File: src/rtl/ndp_egress_queue_if.sv
// rtl/ndp_egress_queue_if.sv - crossbar-side write, consumer-side handshake and status bundle for one egress queue
//
// Signals:
//   in_wr/in_ctl/in_data           write strobe and word from the crossbar output (no backpressure)
//   out_valid/out_ready            head-entry handshake towards the port MAC
//   out_ctl/out_data               show-ahead head word, zero while out_valid is low
//   count/nearly_full/drop_cnt     occupancy and drop status
// Modports: master = crossbar + consumer side, slave = the queue.
interface ndp_egress_queue_if #(
    parameter int DATA_WIDTH = 480,
    parameter int CTRL_WIDTH = 32,
    parameter int DEPTH_BITS = 3,
    parameter int DROP_W     = 16
);
    logic                  in_wr;
    logic [CTRL_WIDTH-1:0] in_ctl;
    logic [DATA_WIDTH-1:0] in_data;
    logic                  out_valid;
    logic                  out_ready;
    logic [CTRL_WIDTH-1:0] out_ctl;
    logic [DATA_WIDTH-1:0] out_data;
    logic [DEPTH_BITS:0]   count;
    logic                  nearly_full;
    logic [DROP_W-1:0]     drop_cnt;

    modport master (
        output in_wr, in_ctl, in_data, out_ready,
        input  out_valid, out_ctl, out_data, count, nearly_full, drop_cnt
    );

    modport slave (
        input  in_wr, in_ctl, in_data, out_ready,
        output out_valid, out_ctl, out_data, count, nearly_full, drop_cnt
    );
endinterface

File: src/rtl/ndp_egress_queue.sv
// rtl/ndp_egress_queue.sv - per-port egress buffer absorbing crossbar bursts, draining over valid/ready
//
// Ports:
//   clk   rising-edge clock
//   rst   synchronous active-low reset
//   q     ndp_egress_queue_if.slave: crossbar write side, consumer handshake, occupancy/drop status
module ndp_egress_queue #(
    parameter int DATA_WIDTH = 480,
    parameter int CTRL_WIDTH = 32,
    parameter int DEPTH_BITS = 3,
    parameter int NF_SLACK   = 1,
    parameter int DROP_W     = 16
) (
    input logic               clk,
    input logic               rst,
    ndp_egress_queue_if.slave q
);
    localparam int WORD_W = CTRL_WIDTH + DATA_WIDTH;
    localparam int DEPTH  = 2 ** DEPTH_BITS;
    localparam logic [DEPTH_BITS:0] DEPTH_C = (DEPTH_BITS + 1)'(DEPTH);
    localparam logic [DEPTH_BITS:0] NF_THR  = (DEPTH_BITS + 1)'(DEPTH - NF_SLACK);

    // ctl and data live together so a head read is a single array access
    logic [WORD_W-1:0]     mem_q [DEPTH];
    logic [DEPTH_BITS-1:0] wr_ptr_q, wr_ptr_d;
    logic [DEPTH_BITS-1:0] rd_ptr_q, rd_ptr_d;
    logic [DEPTH_BITS:0]   count_q, count_d;
    logic [DROP_W-1:0]     drop_cnt_q, drop_cnt_d;

    logic              valid;
    logic              pop;
    logic              push;
    logic              drop;
    logic [WORD_W-1:0] head;

    assign valid = (count_q != '0);
    assign pop   = valid & q.out_ready;
    // a full buffer still accepts when the head leaves on the same edge
    assign push  = q.in_wr & ((count_q < DEPTH_C) | pop);
    assign drop  = q.in_wr & ~push;
    assign head  = mem_q[rd_ptr_q];

    always_comb begin
        wr_ptr_d   = wr_ptr_q;
        rd_ptr_d   = rd_ptr_q;
        count_d    = count_q;
        drop_cnt_d = drop_cnt_q;
        if (push) begin
            wr_ptr_d = wr_ptr_q + 1'b1;
        end
        if (pop) begin
            rd_ptr_d = rd_ptr_q + 1'b1;
        end
        if (push && !pop) begin
            count_d = count_q + 1'b1;
        end else if (pop && !push) begin
            count_d = count_q - 1'b1;
        end
        if (drop && (drop_cnt_q != '1)) begin
            drop_cnt_d = drop_cnt_q + 1'b1;
        end
    end

    always_ff @(posedge clk) begin
        if (!rst) begin
            wr_ptr_q   <= '0;
            rd_ptr_q   <= '0;
            count_q    <= '0;
            drop_cnt_q <= '0;
        end else begin
            wr_ptr_q   <= wr_ptr_d;
            rd_ptr_q   <= rd_ptr_d;
            count_q    <= count_d;
            drop_cnt_q <= drop_cnt_d;
        end
    end

    // storage is never cleared; pointers reset so stale entries are unreachable
    always_ff @(posedge clk) begin
        if (rst && push) begin
            mem_q[wr_ptr_q] <= {q.in_ctl, q.in_data};
        end
    end

    assign q.out_valid   = valid;
    assign q.out_ctl     = valid ? head[WORD_W-1:DATA_WIDTH] : '0;
    assign q.out_data    = valid ? head[DATA_WIDTH-1:0]      : '0;
    assign q.count       = count_q;
    assign q.nearly_full = (count_q >= NF_THR);
    assign q.drop_cnt    = drop_cnt_q;
endmodule

File: src/flat_wrapper.sv
// flat-port wrapper written by rule: the top's interface ports become plain ports
module ndp_egress_queue_flat 
#(
    parameter int DATA_WIDTH = 480,
    parameter int CTRL_WIDTH = 32,
    parameter int DEPTH_BITS = 3,
    parameter int NF_SLACK   = 1,
    parameter int DROP_W     = 16
)
  (clk, rst, q_in_wr, q_in_ctl, q_in_data, q_out_ready, q_out_valid, q_out_ctl, q_out_data, q_count, q_nearly_full, q_drop_cnt);
  ndp_egress_queue_if #(.DATA_WIDTH(DATA_WIDTH), .CTRL_WIDTH(CTRL_WIDTH), .DEPTH_BITS(DEPTH_BITS), .DROP_W(DROP_W)) q_i ();
  input logic clk;
  input logic rst;
  input wire logic [$bits(q_i.in_wr)-1:0] q_in_wr;
  input wire logic [$bits(q_i.in_ctl)-1:0] q_in_ctl;
  input wire logic [$bits(q_i.in_data)-1:0] q_in_data;
  input wire logic [$bits(q_i.out_ready)-1:0] q_out_ready;
  output wire logic [$bits(q_i.out_valid)-1:0] q_out_valid;
  output wire logic [$bits(q_i.out_ctl)-1:0] q_out_ctl;
  output wire logic [$bits(q_i.out_data)-1:0] q_out_data;
  output wire logic [$bits(q_i.count)-1:0] q_count;
  output wire logic [$bits(q_i.nearly_full)-1:0] q_nearly_full;
  output wire logic [$bits(q_i.drop_cnt)-1:0] q_drop_cnt;
  assign q_i.in_wr = q_in_wr;
  assign q_i.in_ctl = q_in_ctl;
  assign q_i.in_data = q_in_data;
  assign q_i.out_ready = q_out_ready;
  assign q_out_valid = q_i.out_valid;
  assign q_out_ctl = q_i.out_ctl;
  assign q_out_data = q_i.out_data;
  assign q_count = q_i.count;
  assign q_nearly_full = q_i.nearly_full;
  assign q_drop_cnt = q_i.drop_cnt;
  ndp_egress_queue #(.DATA_WIDTH(DATA_WIDTH), .CTRL_WIDTH(CTRL_WIDTH), .DEPTH_BITS(DEPTH_BITS), .NF_SLACK(NF_SLACK), .DROP_W(DROP_W)) u_core (.clk(clk), .rst(rst), .q(q_i));
endmodule
File: config.mk
export PLATFORM = sky130hd
export DESIGN_NAME = ndp_egress_queue_flat
export DESIGN_NICKNAME = d
export VERILOG_FILES = /design/src/rtl/ndp_egress_queue_if.sv /design/src/rtl/ndp_egress_queue.sv /design/src/flat_wrapper.sv
export SDC_FILE = /design/constraint.sdc
export NUM_CORES = 2
export LEC_CHECK = 0
export CORE_MARGIN = 4
export CORE_UTILIZATION = 55
export CTS_CLUSTER_SIZE = 24
export DETAILED_ROUTE_END_ITERATION = 6
export PLACE_DENSITY = 0.71
export SKIP_LAST_GASP = 1
export SYNTH_ARGS = -nofsm -noshare
export SYNTH_HDL_FRONTEND = slang
export SYNTH_SLANG_ARGS = --single-unit
File: constraint.sdc
create_clock -name clk -period 57.9 [get_ports clk]
set_clock_uncertainty 0.05 [all_clocks]
set_input_delay 11.58 -clock clk [delete_from_list [all_inputs] [get_ports clk]]
set_output_delay 11.58 -clock clk [all_outputs]
set_load 0.05 [all_outputs]
Yosys cells after proc, flatten, opt, wreduce, memory -nomap -nowiden
Memory sizes are Yosys's and may differ from the RTL's. A register that Yosys moved wholly into a read port is not among the register bits.
Index checks and enable logic that the tools add are counted.
{ "totals": {"ramBits": 4096, "inputBits": 516, "ff_bits": 26, "output_inout_bits": 534, "wordCells": 34, "n_memories": 1} }
{ "mem_list": {"columns": ["name", "depth", "width", "read_ports", "rd_clocked_by_memory_dff", "write_ports", "line_no", "source"], "rows": [
  ["u_core.mem_q", 8, 512, 1, 1, 1, "ndp_egress_queue.sv:24", "logic [WORD_W-1:0] mem_q [DEPTH];"]
]} }
{ "op_classes": {"addsub": 5, "eq_ne": 1, "magnitude_cmp": 2, "n_reduce_logical": 8, "bitwise_logic": 5, "n_mux": 8} }
{ "ops": {"columns": ["operator", "count"], "rows": [
  ["two-way mux 480 bit", 1],
  ["two-way mux 32 bit", 1],
  ["adder 16 x 1 -> 16 bit, second input constant", 1],
  ["inequality test 16 bit, second input constant", 1],
  ["two-way mux 4 bit", 2],
  ["adder 3 x 1 -> 3 bit, second input constant", 2],
  ["two-way mux 3 bit", 2],
  ["adder 4 x 1 -> 4 bit, second input constant", 1],
  [">= comparator 4 x 3 -> 1 bit, second input constant", 1],
  ["logical AND 1 bit", 4],
  ["< comparator 4 bit, second input constant", 1],
  ["nonzero test 4 bit", 1],
  ["subtractor 4 x 1 -> 4 bit, second input constant", 1],
  ["bitwise AND 1 bit", 3],
  ["logical NOT 1 bit", 2],
  ["two-way mux 1 bit", 2],
  ["nonzero test 2 bit", 1],
  ["NOT 1 bit", 1],
  ["OR 1 bit", 1]
]} }

Depth between registers and ports, before layout
{ "logic_depth": {"word_depth": 8, "ltp_mapped": 10} }

Worst setup path after synthesis
No wires, ideal clock.
{ "synth_path": {"path_kind": "input port to flip-flop", "from": "input q_out_ready", "to": "memory u_core.mem_q[3][0] (netlist name) (enable)", "slack_ns": 9.257, "path_stages": 3, "setup_ns": 2.015, "required_time_ns": 55.835, "path_buffers": 0, "arrival_ns": 46.578, "path_cell_list": "nand2b_1 -> nand3_1 -> nor3_1"} }
{ "synth_via": {"elab_chain_len": 6} }
{ "synth_rtl": {"columns": ["item", "line_no", "source"], "rows": [
  ["start: declaration", "flat_wrapper.sv:17", "input wire logic [$bits(q_i.out_ready)-1:0] q_out_ready;"],
  ["bitwise AND 1 bit", "ndp_egress_queue.sv:37", "assign pop = valid & q.out_ready;"],
  ["OR 1 bit", "ndp_egress_queue.sv:39", "assign push = q.in_wr & ((count_q < DEPTH_C) | pop);"],
  ["bitwise AND 1 bit", "ndp_egress_queue.sv:39", null],
  ["logical AND 1 bit", "ndp_egress_queue.sv:80", "if (rst && push) begin"],
  ["two-way mux 1 bit", "ndp_egress_queue.sv:80", null],
  ["two-way mux 1 bit (not written as such)", "ndp_egress_queue.sv:81", "mem_q[wr_ptr_q] <= {q.in_ctl, q.in_data};"],
  ["end: declaration", "ndp_egress_queue.sv:24", null]
]} }
Every way passes these cells.

==> metrics.txt <==
Cells on Worst Hold Path=2; Hold Violations, Final=0; CP required=46270 ps; async set-or-reset flop fraction in the synthesized netlist=0%; Critical Path AT=a little under 8000 ps; crit start category=register; Setup Viol. Count Final=0; DR iter-0 viols=about 7700; Worst Hold Class=register to register; die height=between 500 and 600 um; worst r2r path cells=8; unrepaired setup endpoints after global routing=false; LEAKAGE=approximately 56 nW; CTS Buf Count=roughly 410; Top FF cell, synth=edfxtp_1; critical-path cell list=buf_12 -> buf_4 -> buf_4 -> buf_12 -> buf_4 -> mux4_2 -> mux2i_1 -> nor2_1 -> clkdlybuf4s50_1; initial antenna violation count=168; CP peak stage delay=950 ps; hold_buf cts=0; antenna viol nets, final=0; DP HPWL=roughly 200000 um; Top cell by count, worst path=buf_4; Synth warnings=0; CTS tree=built; routed len/inst=roughly 30 um; peak supply drop=between 0.05 and 0.06 mV; post-synthesis cell count=roughly 6700; share of cells above drive strength 1=a little over a fifth; fin nets=between 8000 and 9000; Mean Syn Cell Area=~23 sq um; Synth-to-Final Area Change=18.4%; num rows=around 200; number of I/O pins=between 1000 and 1500; vias=73400; drt pass-1 iters=5; gpl congestion=slightly below 0.8; Max Slew Vio Count=0; Yosys cell types=39; clk buf depth=4; Slew @ Worst Pin=roughly 1300 ps; slowest cell on the critical path=buf_4; Placeable Area=between 200000 and 300000 sq um; GRT Util Overall=about a quarter; result of the run=completed; via/cell ratio=just over 6; fmax=around 52 MHz; vias in the first global route=between 70000 and 80000; CTS clk-pin slew, worst paths=about 60 ps; worst setup margin=38490 ps; # DRC=0; sequential area share after synthesis=approximately four fifths; CP Max Fanout=154; Crit. End Element=primary output; total congestion overflow=0; largest net degree at the start of global routing=approximately 160; critical path type=register to primary output; first-pass GRT wire length=~520000 um; Relative slew margins=between 10% and 20%; post-route setup TNS=0 ps; CTS sink count=approximately 4100; Initial Utilization=between 50% and 60%; Skew-Pair Late Insertion Delay=between 900 and 1000 ps; power density over the cells=between 40 and 50 nW/um^2; Buffers on Ports=between 1000 and 1500; Routed WL=359000 um; Mapped Area=156000 sq um; Root Buffer=clkbuf_16; pre-CTS setup slack=slightly below 40000 ps; Die ar.=292000 sq um; max-cap violation count=0; EDFF count, synth=a little over 4000; PostCTS Resize Cnt=0; Setup Buffers After CTS=0; Mapped Nets=7185; final cycle utilization of the critical path=about 34%; H-tree levels=5; fillers=between 15000 and 20000; die span in x=roughly 540 um; Final min period=19410 ps; Seq cells post-synth=4125
==> where the power goes <==
part,switching [mW],total [mW],internal (mW)
logic,1.70,2.71,1.00
registers,0.0246,3.37,3.35
clock network,1.09,2.65,1.55
total,2.82,8.72,5.90
==> logic make-up (layout without fill, tap and decap cells) <==
family	after synthesis	count (layout)	synth area share (%)
AO/OA/AOI/OAI	30	30	0.116
XOR/XNOR	5	5	0.0281
adder cells (fa/ha/maj)	7	7	0.0609
buffers and inverters	356	1931	0.964
flip-flops	4125	4125	79.2
multiplexers	1544	1544	18.1
other	0	107	0
AND/OR/NAND/NOR	595	595	1.52
==> path summary, 6_finish.rpt <==
kind / end / startpoint / slack (ps)
max: q_out_data[343] / register / 38490
max reg2reg: u_core.mem_q[3][132]$_DFFE_PP_ / u_core.q.count[3]$_SDFFE_PN0P_ / 52570
min: u_core.q.drop_cnt[15]$_SDFFE_PN0P_ / u_core.q.drop_cnt[15]$_SDFFE_PN0P_ / 450
min reg2reg: u_core.q.drop_cnt[15]$_SDFFE_PN0P_ / u_core.q.drop_cnt[15]$_SDFFE_PN0P_ / 450
==> worst max-delay path: cells and delay by family (launching register included) <==
family,cells,cell delay (ps)
buffers and inverters,6,4620
muxes,2,760
DFF,1,730
and+or+nand+nor,1,110
==> sequential cells by signal, indices dropped and copies added, names as in the netlist, named ones only <==
signal             flops
u_core.wr_ptr_q        3
u_core.rd_ptr_q        3
u_core.q.count         4
u_core.q.drop_cnt     16
u_core.mem_q        4096
==> cells in the mapped netlist (2+ instances only) <==
cell type  count  area (sq um)
edfxtp_1    4096        123000
nand4_1        7          43.8
xor2_1         4          35.0
buf_1         71           267
nand2_1       17          63.8
dfxtp_1       29           581
o41ai_1        2          17.5
ha_1           6          75.1
a21oi_1       14          70.1
inv_1          7          26.3
nor4_1         6          37.5
o31ai_1        3          22.5
or4_1          4          30.0
nand3b_1       2          15.0
nand2b_1       6          37.5
nor3_1         6          30.0
clkbuf_1     159           597
buf_4          8          60.1
o21ai_0        6          30.0
or3_1          5          31.3
mux4_2      1024         23100
nand3_1        9          45.0
nor2_1       527          1980
mux2i_1      520          5200
buf_2        110           551
==> metrics by stage <==
step                      cells  hold WS, ps  area (sq um)  power [mW]  utilization, %
after floorplan            6662          404        156000        5.32               -
after global placement    11200          420        171000        6.15            60.6
after detailed placement  11200          441        171000        6.17            60.6
after CTS                 12000          448        185000        8.81            65.4
after global routing      12000          477        185000        9.05            65.4
final                     12100          446        185000        8.72            65.5
==> routing by layer <==
metal  wire (um)  part of all wire (%)  GRT usage [%]
met1      137000                    38           32.8
met2      175000                    49           38.0
met3       31900                   8.9           6.60
met4       14600                   4.1           10.4
met5         702                  0.20              0
==> layout by cell type (no fill, tap or decap), types with 26 or more instances in the layout <==
cell / count
buf_4: 103
bufinv_16: 52
clkbuf_1: 77
clkbuf_16: 414
clkdlybuf4s50_1: 1049
clkinv_1: 96
clkinv_2: 76
dfxtp_1: 26
diode_2: 107
edfxtp_1: 4096
mux2i_1: 520
mux4_2: 1024
nor2_1: 523
==> area by class of cell <==
cell class	count	area (sq um)	share of cell area (%)
tap	3743	4680	2.53
antenna	107	268	0.145
inverter	8	30.0	0.0162
multi-input combinational	2181	31000	16.8
clock inverter	253	2820	1.53
sequential	4125	124000	66.9
clock buffer	497	10700	5.81
timing repair buffer	1173	11700	6.33
Power figures use the tool's default switching activity.
